<file path="src/rtl/hazard_scoreboard_pkg.sv">
// Shared types for the pipeline hazard scoreboard.
// Control bundle, forwarding/branch/writeback enums, FSM and policy enums.
package hazard_scoreboard_pkg;

    typedef enum logic [1:0] {
        DECODE,
        EXECUTE,
        MEMORY,
        WRITEBACK
    } forward_t;

    typedef enum logic [2:0] {
        NEVER,
        ALWAYS,
        EQ,
        NE,
        LT,
        GE,
        LTU,
        GEU
    } branch_mode_t;

    typedef enum logic [1:0] {
        ALU,
        MEM,
        PC4,
        IMM
    } wb_select_t;

    typedef enum logic {
        IDLE,
        BUSY
    } md_state_t;

    typedef enum logic {
        STALL,
        PREDICT_NOT_TAKEN
    } branch_policy_t;

    typedef struct packed {
        logic         write_reg;
        logic [4:0]   rd;
        wb_select_t   wb_select;
        branch_mode_t branch_mode;
        logic         is_muldiv;
    } control_t;

    function automatic logic writes_reg(control_t c, logic [4:0] rs);
        return c.write_reg && (c.rd == rs) && (rs != 5'd0);
    endfunction

    function automatic logic is_load(control_t c);
        return (c.wb_select == MEM) && c.write_reg && (c.rd != 5'd0);
    endfunction

    function automatic logic is_branch(control_t c);
        return c.branch_mode != NEVER;
    endfunction

endpackage

</file>
<file path="src/rtl/md_stall_timer.sv">
// Mul/div occupancy timer: stalls the front of the pipe while a
// multi-cycle op sits in EX. Ports: clk, reset, start (muldiv in EX), stall.
module md_stall_timer
    import hazard_scoreboard_pkg::*;
#(
    parameter int MD_LATENCY = 4
) (
    input  logic clk,
    input  logic reset,
    input  logic start,
    output logic stall
);

    localparam int            CW    = $clog2(MD_LATENCY) + 1;
    localparam logic [CW-1:0] LOAD  = CW'(MD_LATENCY - 1);
    localparam logic [CW-1:0] LAST  = CW'(1);
    localparam bit            MULTI = (MD_LATENCY > 1);

    md_state_t     state_q, state_d;
    logic [CW-1:0] md_cnt_q, md_cnt_d;

    always_ff @(posedge clk or posedge reset) begin
        if (reset) begin
            state_q  <= IDLE;
            md_cnt_q <= '0;
        end else begin
            state_q  <= state_d;
            md_cnt_q <= md_cnt_d;
        end
    end

    // The op is still in EX on the release cycle, so BUSY ignores start.
    always_comb begin
        state_d  = state_q;
        md_cnt_d = md_cnt_q;
        stall    = 1'b0;
        unique case (state_q)
            IDLE: begin
                if (start && MULTI && !reset) begin
                    stall    = 1'b1;
                    md_cnt_d = LOAD;
                    state_d  = BUSY;
                end
            end
            BUSY: begin
                md_cnt_d = md_cnt_q - LAST;
                if (md_cnt_q == LAST) begin
                    state_d = IDLE;
                end else begin
                    stall = 1'b1;
                end
            end
        endcase
    end

endmodule

</file>
<file path="src/rtl/hazard_scoreboard.sv">
// Hazard controller: forwarding, load-use stall, branch stall/flush,
// mul/div freeze, saturating stall/flush counters.
// In: clk, reset, id/ex/mem/wb_control, rs1, rs2, should_branch.
// Out: hazard, pipe enables, flushes, forward selects, md_busy, counters.
module hazard_scoreboard
    import hazard_scoreboard_pkg::*;
#(
    parameter int             MD_LATENCY    = 4,
    parameter branch_policy_t BRANCH_POLICY = STALL,
    parameter bit             LOAD_FWD_MEM  = 1'b0,
    parameter int             CNT_WIDTH     = 32
) (
    input  logic                 clk,
    input  logic                 reset,
    input  control_t             id_control,
    input  logic [4:0]           rs1,
    input  logic [4:0]           rs2,
    input  control_t             ex_control,
    input  control_t             mem_control,
    input  control_t             wb_control,
    input  logic                 should_branch,
    output logic                 hazard,
    output logic                 if_pc_write_enable,
    output logic                 ifid_write_enable,
    output logic                 idex_write_enable,
    output logic                 ifid_flush,
    output logic                 idex_flush,
    output forward_t             forward_rs1,
    output forward_t             forward_rs2,
    output logic                 md_busy,
    output logic [CNT_WIDTH-1:0] stall_count,
    output logic [CNT_WIDTH-1:0] flush_count
);

    localparam bit PNT = (BRANCH_POLICY == PREDICT_NOT_TAKEN);

    logic     md_stall;
    logic     br_id, br_ex, br_mem, taken;
    logic     lu_ex, lu_mem, load_use;
    forward_t fwd1, fwd2;

    logic [CNT_WIDTH-1:0] stall_cnt_q, stall_cnt_d;
    logic [CNT_WIDTH-1:0] flush_cnt_q, flush_cnt_d;

    logic unused_bits;
    assign unused_bits = ^{id_control, mem_control, wb_control};

    md_stall_timer #(
        .MD_LATENCY(MD_LATENCY)
    ) u_md (
        .clk  (clk),
        .reset(reset),
        .start(ex_control.is_muldiv),
        .stall(md_stall)
    );

    function automatic forward_t fwd_sel(logic [4:0] rs);
        if (writes_reg(ex_control, rs))       return EXECUTE;
        else if (writes_reg(mem_control, rs)) return MEMORY;
        else if (writes_reg(wb_control, rs))  return WRITEBACK;
        else                                  return DECODE;
    endfunction

    function automatic logic load_hit(control_t c);
        return is_load(c) && ((c.rd == rs1) || (c.rd == rs2));
    endfunction

    assign fwd1     = fwd_sel(rs1);
    assign fwd2     = fwd_sel(rs2);
    assign br_id    = is_branch(id_control);
    assign br_ex    = is_branch(ex_control);
    assign br_mem   = is_branch(mem_control);
    assign taken    = br_ex && should_branch;
    assign lu_ex    = load_hit(ex_control);
    assign lu_mem   = load_hit(mem_control) && !LOAD_FWD_MEM;
    assign load_use = lu_ex || lu_mem;

    // A branch in MEM only flags the hazard; it never blocks a load-use
    // stall or an ID-branch freeze behind it.
    always_comb begin
        if_pc_write_enable = 1'b1;
        ifid_write_enable  = 1'b1;
        idex_write_enable  = 1'b1;
        ifid_flush         = 1'b0;
        idex_flush         = 1'b0;
        forward_rs1        = fwd1;
        forward_rs2        = fwd2;
        hazard             = 1'b0;
        if (reset) begin
            forward_rs1 = DECODE;
            forward_rs2 = DECODE;
        end else if (md_stall) begin
            if_pc_write_enable = 1'b0;
            ifid_write_enable  = 1'b0;
            idex_write_enable  = 1'b0;
            hazard             = 1'b1;
        end else if (PNT && taken) begin
            ifid_flush = 1'b1;
            idex_flush = 1'b1;
            hazard     = 1'b1;
        end else if (!PNT && br_ex) begin
            if_pc_write_enable = should_branch;
            ifid_write_enable  = 1'b0;
            hazard             = 1'b1;
        end else if (load_use) begin
            if_pc_write_enable = 1'b0;
            ifid_write_enable  = 1'b0;
            idex_flush         = 1'b1;
            forward_rs1        = DECODE;
            forward_rs2        = DECODE;
            hazard             = 1'b1;
        end else if (!PNT && br_id) begin
            if_pc_write_enable = 1'b0;
            ifid_write_enable  = 1'b0;
            hazard             = 1'b1;
        end
        if (!reset && !PNT && br_mem) begin
            hazard = 1'b1;
        end
    end

    assign md_busy = md_stall;

    always_comb begin
        stall_cnt_d = stall_cnt_q;
        flush_cnt_d = flush_cnt_q;
        if (!if_pc_write_enable && (stall_cnt_q != '1)) begin
            stall_cnt_d = stall_cnt_q + CNT_WIDTH'(1);
        end
        if ((ifid_flush || idex_flush) && (flush_cnt_q != '1)) begin
            flush_cnt_d = flush_cnt_q + CNT_WIDTH'(1);
        end
    end

    always_ff @(posedge clk or posedge reset) begin
        if (reset) begin
            stall_cnt_q <= '0;
            flush_cnt_q <= '0;
        end else begin
            stall_cnt_q <= stall_cnt_d;
            flush_cnt_q <= flush_cnt_d;
        end
    end

    assign stall_count = stall_cnt_q;
    assign flush_count = flush_cnt_q;

endmodule
</file>
<file path="config.mk">
export PLATFORM = sky130hd
export DESIGN_NAME = hazard_scoreboard
export DESIGN_NICKNAME = d
export VERILOG_FILES = /design/src/rtl/hazard_scoreboard_pkg.sv /design/src/rtl/md_stall_timer.sv /design/src/rtl/hazard_scoreboard.sv
export SDC_FILE = /design/constraint.sdc
export NUM_CORES = 1
export LEC_CHECK = 0
export ABC_AREA = 1
export ABC_CLOCK_PERIOD_IN_PS = 4700
export CORE_MARGIN = 3
export CORE_UTILIZATION = 35
export DETAILED_ROUTE_END_ITERATION = 8
export PLACE_DENSITY = 0.6
export SLEW_MARGIN = 20
export SYNTH_ARGS = -nofsm -noshare
export SYNTH_HDL_FRONTEND = slang
export SYNTH_SLANG_ARGS = --single-unit
</file>
<file path="constraint.sdc">
create_clock -name clk -period 4.7 [get_ports clk]
set_clock_uncertainty 0.2 [all_clocks]
set_input_delay 1.175 -clock clk [delete_from_list [all_inputs] [get_ports clk]]
set_output_delay 1.175 -clock clk [all_outputs]
set_load 0.05 [all_outputs]
</file>
==> impl_metrics.toml <==
[setup_path]
critPathCapture = "forward_rs2[0]"
worstPathMaxFanout = 4
r2r_setup_slack_ns = 2.32
cp-startpoint = "rs2[4]"
start_kind = "primary input"
reg2regPathDepth = 9
worstReg2RegEnd = "flush_count[3]"
rr_startpoint = "flush_count[0]"
criticalPathCategory = "in2out"
endpoint_kind = "output pin"
cp_data_required_time_ns = 3.32
arrival_ns = 2.96

[cells_and_area]
num_antenna_cells = 0
final_common_cell = "nand2_1"
area_delta_synth_final_pct = 35.50
layout-drive-gt1-share = 0.07675
final_nets = 933
final_cell_mix = "299 x nand2_1, 108 x clkdlybuf4s50_1, 75 x nor2_1, 68 x dfrtp_1, 64 x inv_1"

[power]
power_density_nw_per_um2 = 294.1
switching_power_uw = 659.8
p_leak_nw = 3.238
power_mw = 1.994
p_seq_frac = 0.347
clkPwrFrac = 0.375
pwr-share-comb = 0.278
sw_frac_of_total = 0.3309
internal_power_mw = 1.335
ir_drop_mv = 0.1445

[global_route]
grt_pass1_vias = 4644
grt_max_degree = 54
antenna_found_initial = 0
gr-total-overflow = 0
grt_usage = 0.1808
grt_pass1_wl_um = 23250

[clocking]
clock_sinks = 68
cts_setup_buffers = 0
ctsLongestPathBuffers = 2
cts_max_level = 3
worst_skew_pair.late_latency_ns = 0.33
cts_resized = 0
path_clk_slew_ns = 0.05
cts_made_buffers = 9
cts_tree = "done"
cts_hold_buf = 0
cts_root_buf = "clkbuf_16"

[timing]
max_slew_margin = 0.5388
rsz0062_at_grt = "no"
period_needed_ns = 4.332
max_freq_mhz = 230.8
worstMarginPinSlew_ns = 0.6855
hold_violations = 0
setup_tns_ns = 0
fin_crit_sh = 0.9217
setup_slack_ns = 0.3679
slew_viol_final = 0
setup_viol = 0

[die]
core_area_um2 = 13930
start_util = 0.3592
die_y_um = 125.6
dieArea_um2 = 15770
rows = 43
io_pins = 136
fp.dieW_um = 125.6

[min_path]
hold_path.class = "reg2reg"
min_from = "u_md.state_q"

[route]
drtIter0Drc = 313
routed_via_density = 4.783
drt_pass1_iterations = 5
num_vias = 5036
ant_nets = 0
routedWlPerCell_um = 13.71
wl_um = 14430
drc = 0

[status]
outcome = "finished clean"

[place]
dp_hpwl_um = 11320
gp_congestion = 0.9437
portBuffers = 118
preCtsSetupSlack_ns = 0.3844

[yosys]
synth_fp_nets = 812
synth_warnings = 0
synth_seq_cells = 68
synth_area_um2 = 5005
syn_inst = 747
yosysTopAreaCellShare = 0.3400
synth.area.top_cells = "dfrtp_1 34%, nand2_1 22%, xor2_1 8.2%, nor2_1 5.6%, inv_1 4.8%"
synth_cell_type_count = 32
syn_area_per_cell_um2 = 6.700
ys_seq_area_frac = 0.3400
yosys.area.top_type = "dfrtp_1"

[flow_run]
max-cap-violations = 0
-- layer usage --
metal  up-vias  part of all wire  global-route usage  routed length, um
met3        17             0.052             0.03375                750
met4         0             0.015             0.05293                211
met5         -                 0                   0                  0
met1      2289              0.46              0.2488               6682
li1       2599                 -                   -                  -
met2       131              0.47              0.2904               6789
-- power groups by stage --
| stage | Clock [mW] | Sequential, mW | Combinational (mW) |
|---|---|---|---|
| after detailed placement | 0 | 0.703 | 0.560 |
| after CTS | 0.769 | 0.693 | 0.561 |
| final | 0.748 | 0.692 | 0.554 |
| after global placement | 0 | 0.702 | 0.556 |
| after global routing | 0.793 | 0.701 | 0.601 |
| after floorplan | 0 | 0.797 | 0.253 |
-- logic make-up (layout without fill, tap and decap cells) --
family | after synthesis | in the layout | synth area share
AOI/OAI and AO/OA | 31 | 31 | 0.03300
xor gates and xnor gates | 67 | 67 | 0.1172
adders and majority gates | 4 | 4 | 0.01000
buffers and inverters | 87 | 213 | 0.07600
DFF | 68 | 68 | 0.3400
other | 1 | 1 | 0.0007493
and+or+nand+nor | 489 | 489 | 0.4230
-- state kept, by name (all words and copies together), names as in the netlist --
name	cells
flush_count	32
stall_count	32
u_md.md_cnt_q	3
u_md.state_q	1
-- how the worst min path moves through the flow --
| stage | slack (ns) | cells past startpoint | end |
|---|---|---|---|
| after floorplan | 0.28 | 1 | u_md.md_cnt_q[1] |
| after global placement | 0.32 | 2 | u_md.md_cnt_q[1] |
| after detailed placement | 0.33 | 1 | u_md.md_cnt_q[1] |
| after CTS | 0.33 | 1 | u_md.md_cnt_q[1] |
| after global routing | 0.35 | 1 | u_md.md_cnt_q[1] |
| final | 0.32 | 1 | u_md.md_cnt_q[1] |
-- critical path, cell delays in order --
cell and delay (ns):
clkdlybuf4s50_1 0.62, xnor2_1 0.15, o211ai_1 0.11, nor4_1 0.40, a21oi_1 0.12, nor2_1 0.20, buf_12 0.17
-- cells in the mapped netlist (all sizes together) --
library cell and count:
nand4 27, nor3 25, o21bai 1, inv 74, or3 2, a21o 1, nand3b 1, buf 13
o21ai 23, o211ai 2, nand2 313, nor4 13, or2 3, conb 1, a21oi 4, nand3 25
dfrtp 68, xnor2 20, xor2 47, ha 4, nor2 80
-- final cells by class --
type	count	area, um2
clock buffer	13	260.3
clock inverter	3	68.82
fill	1440	7153
inverter	74	280.3
multi-input combinational	592	2927
sequential	68	1702
tap	180	225.2
timing repair buffer	123	1319
-- stage by stage --
stage	hold slack [ns]	std cells	area, um2	utilization
6_report	0.3225	1053	6782	0.4867
3_5_place_dp	0.3313	1037	6452	0.4631
5_1_grt	0.3510	1053	6782	0.4867
4_1_cts	0.3326	1053	6782	0.4867
3_3_place_gp	0.3232	1037	6452	0.4631
2_1_floorplan	0.2820	747	5011	-
No activity file was read; power rests on OpenSTA's default activity.
